File: config.mk
export PLATFORM = sky130hd
export DESIGN_NAME = hidden_cpu_driver_flat
export DESIGN_NICKNAME = d
export VERILOG_FILES = /design/src/rtl/hidden_cpu_pkg.sv /design/src/rtl/hidden_cpu_driver_if.sv /design/src/rtl/hidden_cpu_prog_ram.sv /design/src/rtl/hidden_cpu_driver.sv /design/src/flat_wrapper.sv
export SDC_FILE = /design/constraint.sdc
export NUM_CORES = 1
export LEC_CHECK = 0
export CORE_AREA = 8 8 126 175
export CTS_CLUSTER_SIZE = 30
export DETAILED_ROUTE_END_ITERATION = 10
export DIE_AREA = 0 0 134 183
export PLACE_DENSITY = 0.62
export SYNTH_ARGS = -nofsm -noshare
export SYNTH_HDL_FRONTEND = slang
export SYNTH_SLANG_ARGS = --single-unit
export TNS_END_PERCENT = 1
File: constraint.sdc
create_clock -name clk -period 9.5 [get_ports clk]
set_clock_uncertainty 0.15 [all_clocks]
set_input_delay 2.85 -clock clk [delete_from_list [all_inputs] [get_ports clk]]
set_output_delay 2.85 -clock clk [all_outputs]
set_load 0.01 [all_outputs]
File: src/rtl/hidden_cpu_pkg.sv
// hidden_cpu_pkg: opcodes, instruction field offsets, cpu_in bit indices and FSM states shared by the HiddenCPU host driver
package hidden_cpu_pkg;
    localparam logic [1:0] OP_0 = 2'd0;
    localparam logic [1:0] OP_1 = 2'd1;
    localparam logic [1:0] OP_2 = 2'd2;
    localparam logic [1:0] OP_3 = 2'd3;
    localparam int OPC_LSB = 4;
    localparam int R0_LSB = 2;
    localparam int R1_LSB = 0;
    localparam int CPU_CLK = 0;
    localparam int CPU_RST = 1;
    localparam int INSTR_LSB = 2;
    typedef enum logic [2:0] {IDLE, RST_LO, RST_HI, SETUP, PULSE, DONE} state_t;
    function automatic logic [5:0] mk_instr(input logic [1:0] op, input logic [1:0] r0, input logic [1:0] r1);
        logic [5:0] w;
        w = '0;
        w[OPC_LSB +: 2] = op;
        w[R0_LSB +: 2] = r0;
        w[R1_LSB +: 2] = r1;
        return w;
    endfunction
endpackage

File: src/rtl/hidden_cpu_driver_if.sv
// hidden_cpu_driver_if: host and CPU-pin bundle; master = host/loader + CPU, slave = driver (prog_*, start/stop/max_steps, cpu_in/cpu_out, busy/done/step_count/last_out)
interface hidden_cpu_driver_if #(
    parameter int ADDR_W = 4,
    parameter int STEP_W = 16
);
    logic              prog_we;
    logic [ADDR_W-1:0] prog_addr;
    logic [5:0]        prog_data;
    logic              start;
    logic              stop;
    logic [STEP_W-1:0] max_steps;
    logic [7:0]        cpu_in;
    logic [7:0]        cpu_out;
    logic              busy;
    logic              done;
    logic [STEP_W-1:0] step_count;
    logic [7:0]        last_out;
    modport master (
        output prog_we, prog_addr, prog_data, start, stop, max_steps, cpu_out,
        input  cpu_in, busy, done, step_count, last_out
    );
    modport slave (
        input  prog_we, prog_addr, prog_data, start, stop, max_steps, cpu_out,
        output cpu_in, busy, done, step_count, last_out
    );
endinterface

File: src/rtl/hidden_cpu_prog_ram.sv
// hidden_cpu_prog_ram: 2**ADDR_W x 6 program store, sync write gated by en, async read (clk, we, en, waddr, wdata, raddr, rdata)
module hidden_cpu_prog_ram #(
    parameter int ADDR_W = 4
) (
    input  logic              clk,
    input  logic              we,
    input  logic              en,
    input  logic [ADDR_W-1:0] waddr,
    input  logic [5:0]        wdata,
    input  logic [ADDR_W-1:0] raddr,
    output logic [5:0]        rdata
);
    logic [5:0] mem [2**ADDR_W];
    always_ff @(posedge clk)
        if (we && en) mem[waddr] <= wdata;
    assign rdata = mem[raddr];
endmodule

File: src/rtl/hidden_cpu_driver.sv
// hidden_cpu_driver: sequences reset, fetch and clock pulses on the HiddenCPU pin bus (clk, rst_n async low; bus.slave carries host load/control/status and cpu_in/cpu_out)
module hidden_cpu_driver
    import hidden_cpu_pkg::*;
#(
    parameter int ADDR_W = 4,
    parameter int RST_PULSES = 2,
    parameter int STEP_W = 16
) (
    input logic                clk,
    input logic                rst_n,
    hidden_cpu_driver_if.slave bus
);
    localparam int RC_W = $clog2(RST_PULSES + 1);
    state_t            state, state_n;
    logic [RC_W-1:0]   rst_cnt;
    logic [5:0]        fetch, instr_q;
    logic [STEP_W-1:0] step_inc;
    logic              idle_like, limit_hit;
    assign idle_like = state == IDLE || state == DONE;
    assign step_inc  = &bus.step_count ? bus.step_count : bus.step_count + 1'b1;
    assign limit_hit = bus.max_steps != '0 && step_inc == bus.max_steps;
    hidden_cpu_prog_ram #(.ADDR_W(ADDR_W)) u_ram (
        .clk   (clk),
        .we    (bus.prog_we),
        .en    (idle_like),
        .waddr (bus.prog_addr),
        .wdata (bus.prog_data),
        .raddr (bus.cpu_out[ADDR_W-1:0]),
        .rdata (fetch)
    );
    // SETUP shows the fetched word straight away; PULSE replays the copy latched
    // in SETUP so the instruction cannot move if the PC changes on the CPU edge.
    always_comb begin
        state_n = state;
        bus.busy = !idle_like;
        bus.cpu_in = '0;
        bus.cpu_in[CPU_CLK] = state == RST_HI || state == PULSE;
        bus.cpu_in[CPU_RST] = state == RST_LO || state == RST_HI;
        bus.cpu_in[7:INSTR_LSB] = state == SETUP ? fetch : state == PULSE ? instr_q : 6'd0;
        case (state)
            IDLE, DONE: state_n = bus.start ? RST_LO : state;
            RST_LO:     state_n = bus.stop ? DONE : RST_HI;
            RST_HI:     state_n = bus.stop ? DONE : rst_cnt == RC_W'(RST_PULSES - 1) ? SETUP : RST_LO;
            SETUP:      state_n = bus.stop ? DONE : PULSE;
            PULSE:      state_n = bus.stop || limit_hit ? DONE : SETUP;
            default:    state_n = IDLE;
        endcase
    end
    always_ff @(posedge clk or negedge rst_n)
        if (!rst_n) begin
            state          <= IDLE;
            rst_cnt        <= '0;
            instr_q        <= '0;
            bus.done       <= 1'b0;
            bus.step_count <= '0;
            bus.last_out   <= '0;
        end else begin
            state    <= state_n;
            bus.done <= state != DONE && state_n == DONE;
            if (idle_like && bus.start) begin
                rst_cnt        <= '0;
                bus.step_count <= '0;
            end
            if (state == RST_HI) rst_cnt <= rst_cnt + 1'b1;
            if (state == SETUP) instr_q <= fetch;
            // cpu_out has had the whole high phase to settle after the CPU edge
            if (state == PULSE) begin
                bus.step_count <= step_inc;
                bus.last_out   <= bus.cpu_out;
            end
        end
endmodule

File: src/flat_wrapper.sv
// flat-port wrapper written by rule: the top's interface ports become plain ports
module hidden_cpu_driver_flat import hidden_cpu_pkg::*;
#(
    parameter int ADDR_W = 4,
    parameter int RST_PULSES = 2,
    parameter int STEP_W = 16
)
  (clk, rst_n, bus_prog_we, bus_prog_addr, bus_prog_data, bus_start, bus_stop, bus_max_steps, bus_cpu_out, bus_cpu_in, bus_busy, bus_done, bus_step_count, bus_last_out);
  hidden_cpu_driver_if #(.ADDR_W(ADDR_W), .STEP_W(STEP_W)) bus_i ();
  input logic clk;
  input logic rst_n;
  input wire logic [$bits(bus_i.prog_we)-1:0] bus_prog_we;
  input wire logic [$bits(bus_i.prog_addr)-1:0] bus_prog_addr;
  input wire logic [$bits(bus_i.prog_data)-1:0] bus_prog_data;
  input wire logic [$bits(bus_i.start)-1:0] bus_start;
  input wire logic [$bits(bus_i.stop)-1:0] bus_stop;
  input wire logic [$bits(bus_i.max_steps)-1:0] bus_max_steps;
  input wire logic [$bits(bus_i.cpu_out)-1:0] bus_cpu_out;
  output wire logic [$bits(bus_i.cpu_in)-1:0] bus_cpu_in;
  output wire logic [$bits(bus_i.busy)-1:0] bus_busy;
  output wire logic [$bits(bus_i.done)-1:0] bus_done;
  output wire logic [$bits(bus_i.step_count)-1:0] bus_step_count;
  output wire logic [$bits(bus_i.last_out)-1:0] bus_last_out;
  assign bus_i.prog_we = bus_prog_we;
  assign bus_i.prog_addr = bus_prog_addr;
  assign bus_i.prog_data = bus_prog_data;
  assign bus_i.start = bus_start;
  assign bus_i.stop = bus_stop;
  assign bus_i.max_steps = bus_max_steps;
  assign bus_i.cpu_out = bus_cpu_out;
  assign bus_cpu_in = bus_i.cpu_in;
  assign bus_busy = bus_i.busy;
  assign bus_done = bus_i.done;
  assign bus_step_count = bus_i.step_count;
  assign bus_last_out = bus_i.last_out;
  hidden_cpu_driver #(.ADDR_W(ADDR_W), .RST_PULSES(RST_PULSES), .STEP_W(STEP_W)) u_core (.clk(clk), .rst_n(rst_n), .bus(bus_i));
endmodule
Word-level counts from Yosys, hierarchy flattened
Memory sizes are Yosys's and may differ from the RTL's. Cells that the tools add are included.

Bits in registers: 36. Memories: 1. Logic and storage cells: 49. Output and inout port bits: 34. RAM bits: 96.

Eq/ne operators: 9. $add $sub $neg: 2. Muxes and demuxes: 16. Reductions and logical operators: 15.

Memory list: u_core.u_ram.mem (words 16, bits a word 6, rd ports 1, clocked after memory_dff 0, write ports 1, RTL line hidden_cpu_prog_ram.sv:13) `logic [5:0] mem [2**ADDR_W];`.

Operators with widths (number): two-way mux 16 bit (3); adder 16 x 1 -> 16 bit (second input constant) (1); == test 16 bit (1); AND reduction 16 bit (1); nonzero test 16 bit (1); one-hot mux 3 bit (5 select lines) (1); two-way mux 3 bit (4); two-way mux 6 bit (2); == test 3 bit (second input constant) (3); == test 3 x 2 -> 1 bit (second input constant) (2); two-way mux 2 bit (3); logical AND 1 bit (4); logical OR 1 bit (4); nonzero test 2 bit (2); == test 3 x 1 -> 1 bit (second input constant) (1); zero test 3 bit (1); two-way mux 1 bit (3); != test 3 bit (second input constant) (1); adder 2 x 1 -> 2 bit (second input constant) (1); == test 2 x 1 -> 1 bit (second input constant) (1); OR reduction 2 bit (1); zero test 1 bit (1).

Longest topological paths before layout
Depth in word-level cells: 9. Mapped depth: 10. Mapped depth without buffers: 8.

By module
Synthesis repeated with hierarchy kept, for this count alone.

Cell total of the unflattened synthesis: 485. Area, all modules: 6490.0 µm².

By module, submodules not included: hidden_cpu_prog_ram (cells each 173, instances 1, seq. area each 2882.8 µm², area each 3779.9 µm²); hidden_cpu_driver (cells each 312, instances 1, seq. area each 900.9 µm², area each 2710.1 µm²).

Worst setup path before layout
Ideal clock, no wire load.

Path type: input to output. From: in bus_cpu_out[0]. To: out bus_cpu_in[3]. Data required time: 6.500 ns. Arrival: 4.653 ns. Path slack: 1.847 ns. Stages: 6. Path through: buf_2 buf_2 mux4_2 mux4_2 nor2b_1 a21o_1.

Cells in the longest elaborated chain, start to end: 2.

RTL lines: from (decl) (RTL line flat_wrapper.sv:18) `input wire logic [$bits(bus_i.cpu_out)-1:0] bus_cpu_out;`; memory (16 x 6 bit); two-way mux 6 bit (RTL line hidden_cpu_driver.sv:39) `bus.cpu_in[7:INSTR_LSB] = state == SETUP ? fetch : state == PULSE ? instr_q : 6'd0;`; to (decl) (RTL line flat_wrapper.sv:19) `output wire logic [$bits(bus_i.cpu_in)-1:0] bus_cpu_in;`.

No other way between the ends.

Final worst setup path
From: in bus_cpu_out[0]. To: out bus_cpu_in[2].

Same word-level chain as after synthesis.

==> impl_metrics.toml <==
[detailed_routing]
vias = 4546
drc = 0
postRouteAntennaNets = 0
wl_per_cell_um = 20.1
wl_um = 16700
viasPerCell = 5.48
drtIter0Drc = 475
drtPass1Iterations = 5

[finish]
nets = 605
diodes = 0
fillers = 1837
seq_area_um2 = 3780
multi_input_area_um2 = 2530
layout.cells.non_filler = 829
final_cell_mix = "96 x edfxtp_1, 70 x clkdlybuf4s50_1, 53 x nand2_1"
area_growth_pct = 23.3
drive_gt1_share_pct = 14.2
final_common_cell = "edfxtp_1"

[sta]
hold_violations = 0
rsz0062_at_grt = "false"
slew_headroom_pct = 18.0
setup_viol = 0
worst_pin_slew_ns = 1.22
fmax_mhz = 119
drv_slew = 0
fin_crit_sh_pct = 88.6
period_needed_ns = 8.41
tns_ns = 0

[logic_synthesis]
yosys.area.top_type = "edfxtp_1"
avgSynthCellArea_um2 = 12.9
synth_edf_count = 96
async_flop_share_pct = 27.3
synthCells = 500
netlist.area_leader.share_pct = 44.5
ys_seq_area_share_pct = 58.4
ys_types = 60
synthTopCellsByArea = "edfxtp_1 45%, dfrtp_1 14%, mux4_2 10%"
ys_ff_latch = 132
synth_fp_nets = 541
yosys_warnings = 0
synth_area_um2 = 6470
synth_top_flop_cell = "edfxtp_1"

[die]
chipWidth_um = 134
ios = 73
fp-row-count = 61
initial_utilization_pct = 33.3
die_y_um = 183
die_area_um2 = 24500
coreArea_um2 = 19500

[cts]
cts.sinks = 132
cts_buffers = 17
clock_latency_ns = 0.41
cts_setup_buffers = 0
htreeDepth = 4
clk_pin_slew_ns = 0.06
ctsHoldBuffers = 0
cts_tree = "built"
clock_path_buffers = 2
cts_resized = 0
cts_root_buf = "clkbuf_16"

[placed_design]
place.detailed.instances = 797
place.gp.congestion = 0.924
portBuffers = 72
dp_hpwl_um = 12400

[power]
switching_share_pct = 29.2
p_per_area_nw_per_um2 = 221
p_sw_uw = 515
combPwrFrac_pct = 21.8
p_int_mw = 1.25
pwr-share-clk_pct = 37.3
vdd_ir_drop_max_mv = 0.152
p_leak_nw = 2.87
p_seq_share_pct = 40.9

[critical_path]
crit_start = "bus_cpu_out[0]"
worst_setup_path_start_kind = "primary input"
arrival_ns = 5.41
crit_top_cell = "mux4_2"
r2r_cells = 8
crit_path_end_kind = "output port"
crit_fanout = 25
crit_required_ns = 6.50
r2r-end = "u_core.state[1]"
crit_end = "bus_cpu_in[2]"
r2r_slack_ns = 6.40
cp_cell_sequence = "buf_2, mux4_2, mux4_2, nor2b_1, a21o_1, clkdlybuf4s50_1"
cpMaxStageDelayCell = "buf_2"
regToRegStartpoint = "u_core.bus.step_count[1]"
critPathKind = "primary input to output port"
critPathMaxStageDelay_ns = 0.61

[global_routing]
grt_util_met2_pct = 24.8
grt_max_degree = 37
grt-ovfl-total = 0
grt_pass1_vias = 4654
grt_util_met3_pct = 3.40
grt_use_met1_pct = 15.7
busiest_layer = "met2"
grt_pass1_wl_um = 26500
antenna_found_initial = 0
grt_usage_pct = 14.0

[run]
cap_viol_max_count = 0

[run_status]
status = "finished clean"

[min_path]
hold_class = "flip-flop to flip-flop"
## flip-flops by register name, indices dropped and copies added, names as in the netlist
name and cells:
u_core.bus.done 1, u_core.instr_q 6, u_core.u_ram.mem 96, u_core.state 3
u_core.rst_cnt 2, u_core.bus.last_out 8, u_core.bus.step_count 16
## cell families after synthesis
logic type                 Yosys count  share of synthesized area (%)
buffers and inverters               38                           2.57
DFF                                132                           58.4
adders and majority gates            2                          0.386
AOI/OAI and AO/OA                   91                           9.12
xor gates and xnor gates            19                           2.57
and+or+nand+nor                    183                           15.7
muxes                               35                           11.2
## worst max-delay path, delay by kind of cell
| family | cells | cell delay (ns) |
|---|---|---|
| AOI/OAI and AO/OA | 1 | 0.20 |
| buffers and inverters | 2 | 1.08 |
| and+or+nand+nor | 1 | 0.18 |
| muxes | 2 | 1.08 |
## cell type report
type	count	area share, %
clock buffers	17	5.33
clock inverters	15	2.12
inverters	8	0.376
multi-input cells	330	31.7
flip-flops and latches	132	47.4
well taps	252	3.95
repair buffers	75	9.18
## worst min-delay path by stage
stage	cells after the start	slack (ns)	endpoint	start
after floorplan	1	0.30	u_core.instr_q[0]	u_core.instr_q[0]
after global placement	2	0.31	u_core.bus.last_out[7]	u_core.bus.last_out[7]
after detailed placement	1	0.32	u_core.instr_q[4]	u_core.instr_q[4]
after CTS	2	0.34	u_core.bus.last_out[7]	u_core.bus.last_out[7]
after global routing	1	0.35	u_core.instr_q[4]	u_core.instr_q[4]
final	2	0.33	u_core.bus.last_out[1]	u_core.bus.last_out[1]
## metal layers
layer / wire length [um] / share of wire, % / vias up
met5: 0 / 0 / -
met4: 415 / 2.5 / 0
met3: 1040 / 6.3 / 36
met2: 8880 / 53 / 203
met1: 6350 / 38 / 2245
li1: - / - / 2062
## synthesized netlist by cell type (8+ instances only)
library cell	number
a21o_1	12
clkbuf_1	14
mux4_2	30
inv_1	8
nand2_1	53
edfxtp_1	96
xnor2_1	12
dfrtp_1	36
nor2b_1	11
nor3_1	13
o21ai_0	23
nand3_1	13
nor2_1	39
nor4_1	9
a21oi_1	21
buf_2	13
nand2b_1	9
## per-stage QoR
| stage | hold slack [ns] | cell area [um2] | util, % | power (mW) | setup WS (ns) |
|---|---|---|---|---|---|
| 2_1_floorplan | 0.300 | 6470 | - | 0.939 | 1.85 |
| 3_3_place_gp | 0.312 | 7390 | 38.0 | 1.11 | 1.13 |
| 3_5_place_dp | 0.317 | 7390 | 38.0 | 1.12 | 1.05 |
| 4_1_cts | 0.335 | 7980 | 41.0 | 1.78 | 1.04 |
| 5_1_grt | 0.351 | 7980 | 41.0 | 1.84 | 0.934 |
| 6_report | 0.330 | 7980 | 41.0 | 1.76 | 1.09 |
## power groups by stage
stage	combinational [mW]	clock [mW]	sequential, mW
global placement	0.381	0	0.731
finish	0.384	0.656	0.721
CTS	0.390	0.668	0.721
global route	0.419	0.692	0.730
detailed placement	0.387	0	0.733
floorplan	0.219	0	0.720
(Power assumes the default switching activity.)
